File: src/rtl/pe_seq_ctrl.sv
// pe_seq_ctrl: job sequencer for a single multiply-accumulate processing
// element. It accepts a job (length N, optional external preload), walks the
// operand stream one element per accepted handshake, and drives the MACC
// control lines (gate, exter, clear) plus the psum write-back enable.
//
// Handshake: op_valid/op_ready follow strict valid/ready semantics. An
// operand pair transfers in any cycle where both are high. op_ready is
// only asserted in RUN, where it mirrors op_valid, so the controller never
// back-pressures a present operand while a job is running.
//
// Timing model: the MACC registers its selected adder input, so a term
// issued in cycle t is summed and written back in cycle t+1. psum_we and
// clear are therefore registered copies of "issued last cycle" and "that
// issue was the job's first".
//
// A zero-length job without preload has no real term to issue. The start
// cycle in IDLE is used as the dummy issue, because IDLE already drives
// gate=1 and exter=0. The following DRAIN cycle writes back with clear=1,
// which leaves psum at zero.
module pe_seq_ctrl #(
  parameter int LEN_W = 8
) (
  input  logic             clk,
  input  logic             rst,
  input  logic             start,
  input  logic [LEN_W-1:0] cfg_len,
  input  logic             cfg_preload,
  input  logic             op_valid,
  output logic             op_ready,
  output logic [LEN_W-1:0] op_idx,
  output logic             gate,
  output logic             exter,
  output logic             clear,
  output logic             psum_we,
  output logic             busy,
  output logic             done,
  output logic [1:0]       dbg_state
);

  typedef enum logic [1:0] {
    S_IDLE    = 2'd0,
    S_PRELOAD = 2'd1,
    S_RUN     = 2'd2,
    S_DRAIN   = 2'd3
  } state_t;

  localparam logic [LEN_W-1:0] LEN_ONE  = {{(LEN_W-1){1'b0}}, 1'b1};
  localparam logic [LEN_W-1:0] LEN_ZERO = {LEN_W{1'b0}};

  state_t           r_state;
  state_t           w_next;
  logic [LEN_W-1:0] r_len;
  logic             r_pre;
  logic [LEN_W-1:0] r_idx;
  logic             r_psum_we;
  logic             r_clear;
  logic             r_first;

  logic             w_accept;
  logic             w_dummy;
  logic             w_run_issue;
  logic             w_last;
  logic             w_issue;

  // Issue/accept qualifiers shared by the FSM and the write-back pipeline.
  always_comb begin
    w_accept    = 1'b0;
    w_dummy     = 1'b0;
    w_run_issue = 1'b0;
    w_last      = 1'b0;
    w_issue     = 1'b0;
    w_accept    = (r_state == S_IDLE) && start;
    w_dummy     = w_accept && !cfg_preload && (cfg_len == LEN_ZERO);
    w_run_issue = (r_state == S_RUN) && op_valid;
    w_last      = w_run_issue && (r_idx == (r_len - LEN_ONE));
    w_issue     = (r_state == S_PRELOAD) || w_run_issue || w_dummy;
  end

  // State register.
  always_ff @(posedge clk or posedge rst) begin
    if (rst) begin
      r_state <= S_IDLE;
    end else begin
      r_state <= w_next;
    end
  end

  // Next-state logic and MACC control decode.
  always_comb begin
    w_next   = r_state;
    gate     = 1'b1;
    exter    = 1'b0;
    op_ready = 1'b0;
    case (r_state)
      S_IDLE: begin
        if (start) begin
          if (cfg_preload) begin
            w_next = S_PRELOAD;
          end else if (cfg_len != LEN_ZERO) begin
            w_next = S_RUN;
          end else begin
            w_next = S_DRAIN;
          end
        end
      end
      S_PRELOAD: begin
        exter = 1'b1;
        if (r_len != LEN_ZERO) begin
          w_next = S_RUN;
        end else begin
          w_next = S_DRAIN;
        end
      end
      S_RUN: begin
        op_ready = op_valid;
        gate     = !op_valid;
        if (w_last) begin
          w_next = S_DRAIN;
        end
      end
      S_DRAIN: begin
        w_next = S_IDLE;
      end
      default: begin
        w_next = S_IDLE;
      end
    endcase
  end

  // Job configuration is captured only when a start is accepted in IDLE.
  always_ff @(posedge clk or posedge rst) begin
    if (rst) begin
      r_len <= LEN_ZERO;
      r_pre <= 1'b0;
    end else if (w_accept) begin
      r_len <= cfg_len;
      r_pre <= cfg_preload;
    end
  end

  // Element index: advances per consumed operand, holds N-1 on the last
  // one so it never passes the job length, and returns to 0 for IDLE.
  always_ff @(posedge clk or posedge rst) begin
    if (rst) begin
      r_idx <= LEN_ZERO;
    end else if (w_accept || (r_state == S_DRAIN)) begin
      r_idx <= LEN_ZERO;
    end else if (w_run_issue && !w_last) begin
      r_idx <= r_idx + LEN_ONE;
    end
  end

  // First-term tracker: armed on accept, consumed by the first issue, so a
  // pending clear rides through any stalls before that issue.
  always_ff @(posedge clk or posedge rst) begin
    if (rst) begin
      r_first <= 1'b0;
    end else if (w_accept && !w_dummy) begin
      r_first <= 1'b1;
    end else if (w_issue) begin
      r_first <= 1'b0;
    end
  end

  // Write-back pipeline: one cycle behind the issue that produced the term.
  always_ff @(posedge clk or posedge rst) begin
    if (rst) begin
      r_psum_we <= 1'b0;
      r_clear   <= 1'b0;
    end else begin
      r_psum_we <= w_issue;
      r_clear   <= w_issue && (w_dummy || r_first);
    end
  end

  // Status outputs. DRAIN is always the write-back of the last issued term.
  always_comb begin
    op_idx    = r_idx;
    psum_we   = r_psum_we;
    clear     = r_clear;
    busy      = (r_state != S_IDLE);
    done      = r_psum_we && (r_state == S_DRAIN);
    dbg_state = r_state;
  end

  // r_pre is retained for debug visibility of the latched job mode.
  logic w_pre_unused;
  always_comb begin
    w_pre_unused = r_pre;
  end

endmodule

File: config.mk
export PLATFORM = sky130hd
export DESIGN_NAME = pe_seq_ctrl
export DESIGN_NICKNAME = d
export VERILOG_FILES = /design/src/rtl/pe_seq_ctrl.sv
export SDC_FILE = /design/constraint.sdc
export NUM_CORES = 1
export LEC_CHECK = 0
export CORE_UTILIZATION = 50
export DETAILED_ROUTE_END_ITERATION = 12
export GPL_ROUTABILITY_DRIVEN = 0
export PLACE_DENSITY = 0.82
export SLEW_MARGIN = 20
export SYNTH_ARGS = -nofsm -noshare
export SYNTH_HDL_FRONTEND = slang
export SYNTH_SLANG_ARGS = --single-unit
File: constraint.sdc
create_clock -name clk -period 2.35 [get_ports clk]
set_input_delay 0.3525 -clock clk [delete_from_list [all_inputs] [get_ports clk]]
set_output_delay 0.3525 -clock clk [all_outputs]
set_load 0.005 [all_outputs]
==> impl_results.md, run 1 <==
* Outcome: finished, final reports clean
* Die width at 54.42 um
* Clock slew at reported path FFs at 0.12 ns
* Mapped Avg Cell Area at 10.03 um^2
* Ys Warns at 0
* Power per Cell Area at 1060 mW/mm^2
* H-tree depth at 1
* R2R Setup Slk at 0.07 ns
* Largest net degree at the start of global routing at 22
* HPWL Detailed at 2290 um
* Cells after synthesis at 137
* Total power at 1893 uW
* Overall routing resource usage at 21.92%
* Worst Path Max Fanout at 6
* ANT cells at 0
* Switching share of total power at 41.10%
* Type of the most critical hold path: in -> async
* Final period util at 97.06%
* Syn nets at 157
* Filler cells at 198
* VDD IR max at 742.8 uV
* Dpl ws at 0.03167 ns
* Yosys reg bits at 21
* Worst R2R Path Depth at 6
* Reg-to-Reg End: dbg_state[0]$_DFFE_PP0P_
* Core area at 0.002545 mm^2
* DIE AREA at 0.002961 mm^2
* Drt drc at 0
* Internal power at 1115 uW
* Via density at 5.848
* Worst Setup Start Kind: flop
* Skew-Pair Late Insertion Delay at 0.30 ns
* Clock tree from TritonCTS: built
* Clock period minus worst slack at 2.281 ns
* GRT overflow at 0
* Share of cells above drive strength 1 at 18.97%
* Worst Setup End Kind: flop
* Total Wirelength at 3086 um
* RSZ-0062 raised after global routing: no
* WP data required at 2.55 ns
* Kind of critical path: reg -> reg
* WL met1 at 1396 um
* Clk network pwr share at 9.4%
* Comb pwr share at 55.6%
* Max_slew headroom at 67.76%
* Post-Synthesis Cell Area at 0.001374 mm^2
* IO Port Bufs at 29
* Initial antenna violation count at 0
* Skew final at 0.003711 ns
* Uppermost routed layer: met4
* Vias in the first global route at 1051
* I/O pins at 30
* Synth Flop Type: dfrtp_1
* Num CTS Buffers at 3
* CTS Buffer Depth at 2
* CTS sink count at 21
* First-pass GRT wire length at 4623 um
* Layout overhead on the synthesized area at 29.96%
* DRT Pass-1 Iters at 4
* Routed via count at 1193
* Final worst setup slack at 0.06898 ns
* Sequential cell fraction of total power at 35.0%
* CTS root buf: clkbuf_4
* Post-DR wirelength/cell at 15.13 um
* Setup violation total in the final timing report at 0
* Static Leak at 0.0007403 uW
* Met3 WL at 103 um
* 1st-iter DRT viols at 23
* Switching power total at 778.2 uW
* Die height at 54.42 um
* Setup TNS at 0 ns
* Ys async rst share at 100.0%
* Post-synthesis cell type count at 45
* Core Rows at 18
* Post-synthesis sequential area ratio at 38.25%
* Final Hold Viols at 0
* F_max at 438.4 MHz
* Least-Margin Pin Slew at 0.4791 ns
* Nets at 195
* Final max-slew violation count at 0
* Routed wl met2 at 1570 um
* FF-to-FF Start: r_len[3]$_DFFE_PP0P_
* Antenna-violating nets left at 0
* EDFF count, synth at 0
* Max_cap viols at 0
* Critical Path AT at 2.48 ns
* Initial Util at 53.98%
sequential cells by signal, indices dropped and copies added (netlist names):
signal	count
op_idx	8
dbg_state	2
clear	1
r_len	8
psum_we	1
r_first	1
logic make-up (layout without fill, tap and decap cells):
| kind of cell | Yosys count | in the layout | share of synthesized area (%) |
|---|---|---|---|
| compound gates | 32 | 32 | 16.85 |
| buf+inv | 12 | 49 | 3.824 |
| mux | 10 | 10 | 8.379 |
| flops | 21 | 21 | 38.25 |
| fa+ha+maj | 7 | 7 | 6.375 |
| xor+xnor | 7 | 7 | 4.463 |
| simple gates | 48 | 48 | 21.86 |
cell usage in the layout (no fill, tap or decap), drive strengths merged, types with 3 or more instances in the layout:
| cell | instances |
|---|---|
| clkdlybuf4s50 | 29 |
| dfrtp | 21 |
| a21oi | 11 |
| nand2 | 10 |
| inv | 9 |
| mux2 | 9 |
| o21ai | 9 |
| or3 | 7 |
| ha | 7 |
| nand4 | 6 |
| nor2 | 6 |
| buf | 6 |
| nand3 | 4 |
| xnor2 | 4 |
| clkbuf | 4 |
| xor2 | 3 |
| a211oi | 3 |
power by group through the flow:
stage               Combinational, uW  Clock (uW)  Sequential (uW)
floorplan                         663           0              641
detailed placement                979           0              668
finish                           1050         178              663
CTS                               989         190              660
global route                     1140         199              679
global placement                  951           0              661
synthesized netlist by cell type (2+ instances only):
cell / n / area share [%]
o21ai_1: 7 / 2.5
mux2_2: 8 / 6.6
a211oi_1: 2 / 1.1
xnor2_1: 4 / 2.5
dfrtp_1: 21 / 38
o21ai_0: 2 / 0.73
a21oi_1: 10 / 3.6
xor2_1: 3 / 1.9
and3_1: 2 / 0.91
and2_1: 2 / 0.91
nor2_1: 5 / 1.4
nand4_1: 6 / 2.7
nand2_1: 9 / 2.5
inv_1: 9 / 2.5
ha_1: 7 / 6.4
or3_1: 7 / 3.2
nand3_1: 4 / 1.5
nor4_1: 2 / 0.91
timing repair:
| action | 4_1_cts | 5_1_grt |
|---|---|---|
| setup endpoints to repair | 1 | 9 |
| hold buffers | 0 | 0 |
| pin swaps | 0 | 1 |
| resized for setup | 1 | 4 |
| buffers inserted | 0 | 3 |
critical path, stage by stage, from the launching register on:
cell and delay (ns):
dfrtp_1 0.50, nor3_4 0.25, nand2_2 0.09, or4_4 0.51
a2111oi_4 0.38, o22ai_2 0.14, mux2_4 0.31
per-stage QoR:
step	cells	area, um^2	hold slack, ns	utilization, %
floorplan	137	1374	0.3290	-
global placement	197	1722	0.4948	67.65
detailed placement	197	1722	0.5141	67.65
CTS	201	1749	0.3550	68.73
global route	204	1785	0.3852	70.16
finish	204	1785	0.3597	70.16
per-layer routing:
layer  vias to the layer above  track usage, %
met5                         -               0
met4                         0           7.692
met3                         2           2.500
met2                        25           37.80
met1                       591           28.06
li1                        575               -
worst max path at each step:
stage	start	to	slack, ns	cells past startpoint
floorplan	r_len[0]$_DFFE_PP0P_	dbg_state[0]$_DFFE_PP0P_	0.19	8
global placement	r_len[0]$_DFFE_PP0P_	dbg_state[0]$_DFFE_PP0P_	0.13	8
detailed placement	r_len[0]$_DFFE_PP0P_	dbg_state[0]$_DFFE_PP0P_	0.03	8
CTS	r_len[0]$_DFFE_PP0P_	dbg_state[0]$_DFFE_PP0P_	0.009	8
global route	r_len[0]$_DFFE_PP0P_	dbg_state[0]$_DFFE_PP0P_	0.001	8
finish	r_len[3]$_DFFE_PP0P_	dbg_state[0]$_DFFE_PP0P_	0.07	6
area by class of cell:
class / instances / area (um^2) / area share [%]
multi-input combinational: 104 / 807.0 / 45.20
sequential: 21 / 528.0 / 29.57
timing repair buffer: 35 / 347.8 / 19.48
inverter: 10 / 38.79 / 2.172
tap: 30 / 37.54 / 2.102
clock buffer: 4 / 26.28 / 1.472
Note: power is estimated with default switching activity, not from simulation.
==> run 2, diff against run 1 <==
--- a/config.mk
+++ b/config.mk
@@ -5,7 +5,9 @@
 export SDC_FILE = /design/constraint.sdc
 export NUM_CORES = 1
 export LEC_CHECK = 0
-export CORE_UTILIZATION = 50
+export ABC_AREA = 1
+export CORE_UTILIZATION = 51
+export CTS_CLUSTER_DIAMETER = 50
 export DETAILED_ROUTE_END_ITERATION = 12
 export GPL_ROUTABILITY_DRIVEN = 0
 export PLACE_DENSITY = 0.82
==> run 2 against run 1 <==
  * Worst setup slack gained 0.15 ns
  * Non-clock buffer count fell by 4
  * Synthesized area up 6.9%
  * Clock skew about the same
  * Total power rose by 12%
  * Cell count increased by 37%
  * Synthesized cell count increased by 58%
  * Sequential share of layout area is 0.84 points lower
  * Critical endpoint is now op_ready
  * Largest power group unchanged
==> impl_results.md, run 2 <==
* Outcome: finished, final reports clean
* Type of the most critical hold path: in -> async
* Final max-slew violation count at 0 (unchanged)
* Post-synthesis sequential area ratio at 35.78% (-2.5 points)
* F_max at 469.4 MHz (+7.1%)
* Worst Setup SP: dbg_state[0]$_DFFE_PP0P_
* Non-filler cells, final at 280 (+37%)
* Most common cell after layout, fill and taps aside: nand2_1
* Hold Buf Count CTS at 0 (unchanged)
* Worst Setup Start Kind: flop
* 1st-iter DRT viols at 63 (+170%)
* Drt drc at 0 (unchanged)
* Mapped Avg Cell Area at 6.801 um^2 (-32%)
* Vias in the first global route at 1213 (+15%)
* Layout overhead on the synthesized area at 24.53%
* Cells after synthesis at 216 (+58%)
* Largest net degree at the start of global routing at 22 (unchanged)
* Filler cells at 245 (+24%)
* Syn nets at 236 (+50%)
* Skew final at 0.004121 ns (+0.0004101 ns)
* Least-Margin Pin Slew at 0.7945 ns (+0.3154 ns)
* Post-synthesis cell type count at 20 (-56%)
* Overall routing resource usage at 21.43% (-0.50 points)
* Skew-Pair Late Insertion Delay at 0.31 ns (about the same)
* R2R Setup Slk at 0.33 ns (+0.26 ns)
* Cells after DPL at 276 (+40%)
* Share of cells above drive strength 1 at 9.639% (-9.3 points)
* VDD IR max at 923.8 uV (+24%)
* Initial Util at 53.73% (-0.25 points)
* Ys Warns at 0 (unchanged)
* FF-to-FF Start: r_len[0]$_DFFE_PP0P_
* DIE AREA at 0.003099 mm^2 (+4.6%)
* Dpl ws at 0.2422 ns (+0.2105 ns)
* Static Leak at 0.0009741 uW (+32%)
* Nets at 270 (+38%)
* Die height at 55.67 um (+2.3%)
* Worst R2R Path Depth at 15 (+9)
* Final worst setup slack at 0.2198 ns (+0.1508 ns)
* Worst Path Max Fanout at 5 (-1)
* Post-Synthesis Cell Area at 0.001469 mm^2 (+6.9%)
* Final Hold Viols at 0 (unchanged)
* Setup violation total in the final timing report at 0 (unchanged)
* I/O pins at 30 (unchanged)
* Initial antenna violation count at 0 (unchanged)
* H-tree depth at 1 (unchanged)
* Clock slew at reported path FFs at 0.12 ns (about the same)
* ANT cells at 0 (unchanged)
* Commonest non-fill, non-tap cells in the layout: nand2_1, inv_1, clkdlybuf4s50_1
* Yosys reg bits at 21 (unchanged)
* Routed via count at 1376 (+15%)
* Critical Path AT at 1.78 ns (-0.70 ns)
* Post-DR wirelength/cell at 10.75 um (-29%)
* WP data required at 2.00 ns (-0.55 ns)
* Total Wirelength at 3009 um (-2.5%)
* Worst Setup End Kind: output pin
* Core area at 0.002734 mm^2 (+7.4%)
* Via density at 4.914 (-16%)
* Setup crit end: op_ready
* Yosys top cell by area: dfrtp_1
* Synth top area share at 35.78% (-2.5 points)
* Total power at 2116 uW (+12%)
* Most common cell in the synthesized netlist: nand2_1
* HPWL Detailed at 2417 um (+5.5%)
* Setup TNS at 0 ns (unchanged)
* Clock period minus worst slack at 2.130 ns (-0.1508 ns)
* First-pass GRT wire length at 5202 um (+13%)
* Max_cap viols at 0 (unchanged)
* DRT Pass-1 Iters at 7 (+3)
* Reg-to-Reg End: op_idx[2]$_DFFE_PP0P_
* Ys async rst share at 100.0% (unchanged)
* EDFF count, synth at 0 (unchanged)
* Largest cells by area after synthesis: dfrtp_1, nand2_1, inv_1, ha_1, nand3_1
* Max_slew headroom at 46.98% (-21 points)
* GRT overflow at 0 (unchanged)
* Die width at 55.67 um (+2.3%)
* RSZ-0062 raised after global routing: no
* Core Rows at 19 (+1)
* Final period util at 90.65% (-6.4 points)
* Antenna-violating nets left at 0 (unchanged)
* Power per Cell Area at 1157 mW/mm^2 (+9.1%)
* Final core occ at 66.91% (-3.2 points)
* Num CTS Buffers at 3 (unchanged)
* IO Port Bufs at 29 (unchanged)
* CTS sink count at 21 (unchanged)
* Synth cell count leaders: nand2_1, inv_1, dfrtp_1, nor2_1, nand3_1
* CTS root buf: clkbuf_4
* CTS Buffer Depth at 2 (unchanged)
* Clock tree from TritonCTS: built
* Synth Flop Type: dfrtp_1
* Kind of critical path: reg -> out
-- run 2: changes by cell type in the layout (fill, tap and decap cells not counted), sizes merged, moves of 9 or more --
| cell | change |
|---|---|
| nand3 | +11 |
| a21oi | -9 |
| nor2 | +18 |
| nand2 | +63 |
| inv | +31 |
| mux2 | -9 |
-- run 2: cell families (layout without fill, tap and decap cells) --
kind of cell,count (synthesis),count (layout),share of synthesized area (%)
AND/OR/NAND/NOR,122,122,36.03
XOR/XNOR,6,6,3.577
flip-flops,21,21,35.77
adder cells (fa/ha/maj),7,7,5.962
AO/OA/AOI/OAI,18,18,7.410
buffers and inverters,42,75,11.24
-- run 2: critical path, cell delays in order, from the launching register on --
cell and delay (ns):
dfrtp_1 0.46, inv_1 0.13, ha_1 0.20, nand2_1 0.08
inv_1 0.10, clkdlybuf4s50_1 0.50
-- run 2: how the worst min path moves through the flow --
stage                                 endpoint  slack (ns)  cells after the start
after floorplan                clear$_DFF_PP0_        0.33                      1
after global placement    r_len[0]$_DFFE_PP0P_        0.49                      2
after detailed placement  r_len[0]$_DFFE_PP0P_        0.51                      2
after CTS                  r_first$_DFFE_PP0P_        0.50                      2
after global routing      r_len[0]$_DFFE_PP0P_        0.57                      2
final                          clear$_DFF_PP0_        0.48                      2
-- run 2: timing repair --
| item | in CTS | in global routing |
|---|---|---|
| resized for setup | 0 | 1 |
| setup endpoints to repair | 0 | 1 |
| buffers inserted | 0 | 0 |
-- run 2: per-stage QoR --
step / instance area, um^2 / hold slack, ns
3_5_place_dp: 1798 / 0.5090
5_1_grt: 1829 / 0.5718
3_3_place_gp: 1798 / 0.4933
2_1_floorplan: 1469 / 0.3290
4_1_cts: 1824 / 0.5009
6_report: 1829 / 0.4797
-- run 2: final cells by class --
cell class	count	area (um^2)	area share (%)
Sequential cell	21	525.5	28.73
Clock buffer	4	26.28	1.436
Inverter	40	150.1	8.208
Tap cell	31	38.79	2.120
Multi-Input combinational cell	153	783.3	42.82
Timing Repair Buffer	31	305.3	16.69
-- run 2: power breakdown --
part           internal [uW]  total [uW]  switching, uW
logic                    556        1260            701
registers                508         682            175
clock network           66.3         176            110
-- run 2: layer usage --
layer	vias up	global-route usage [%]	wire length (um)
met3	4	2.791	93
met4	0	7.500	27
met5	-	0	0
li1	727	-	-
met2	32	35.63	1453
met1	613	28.70	1435
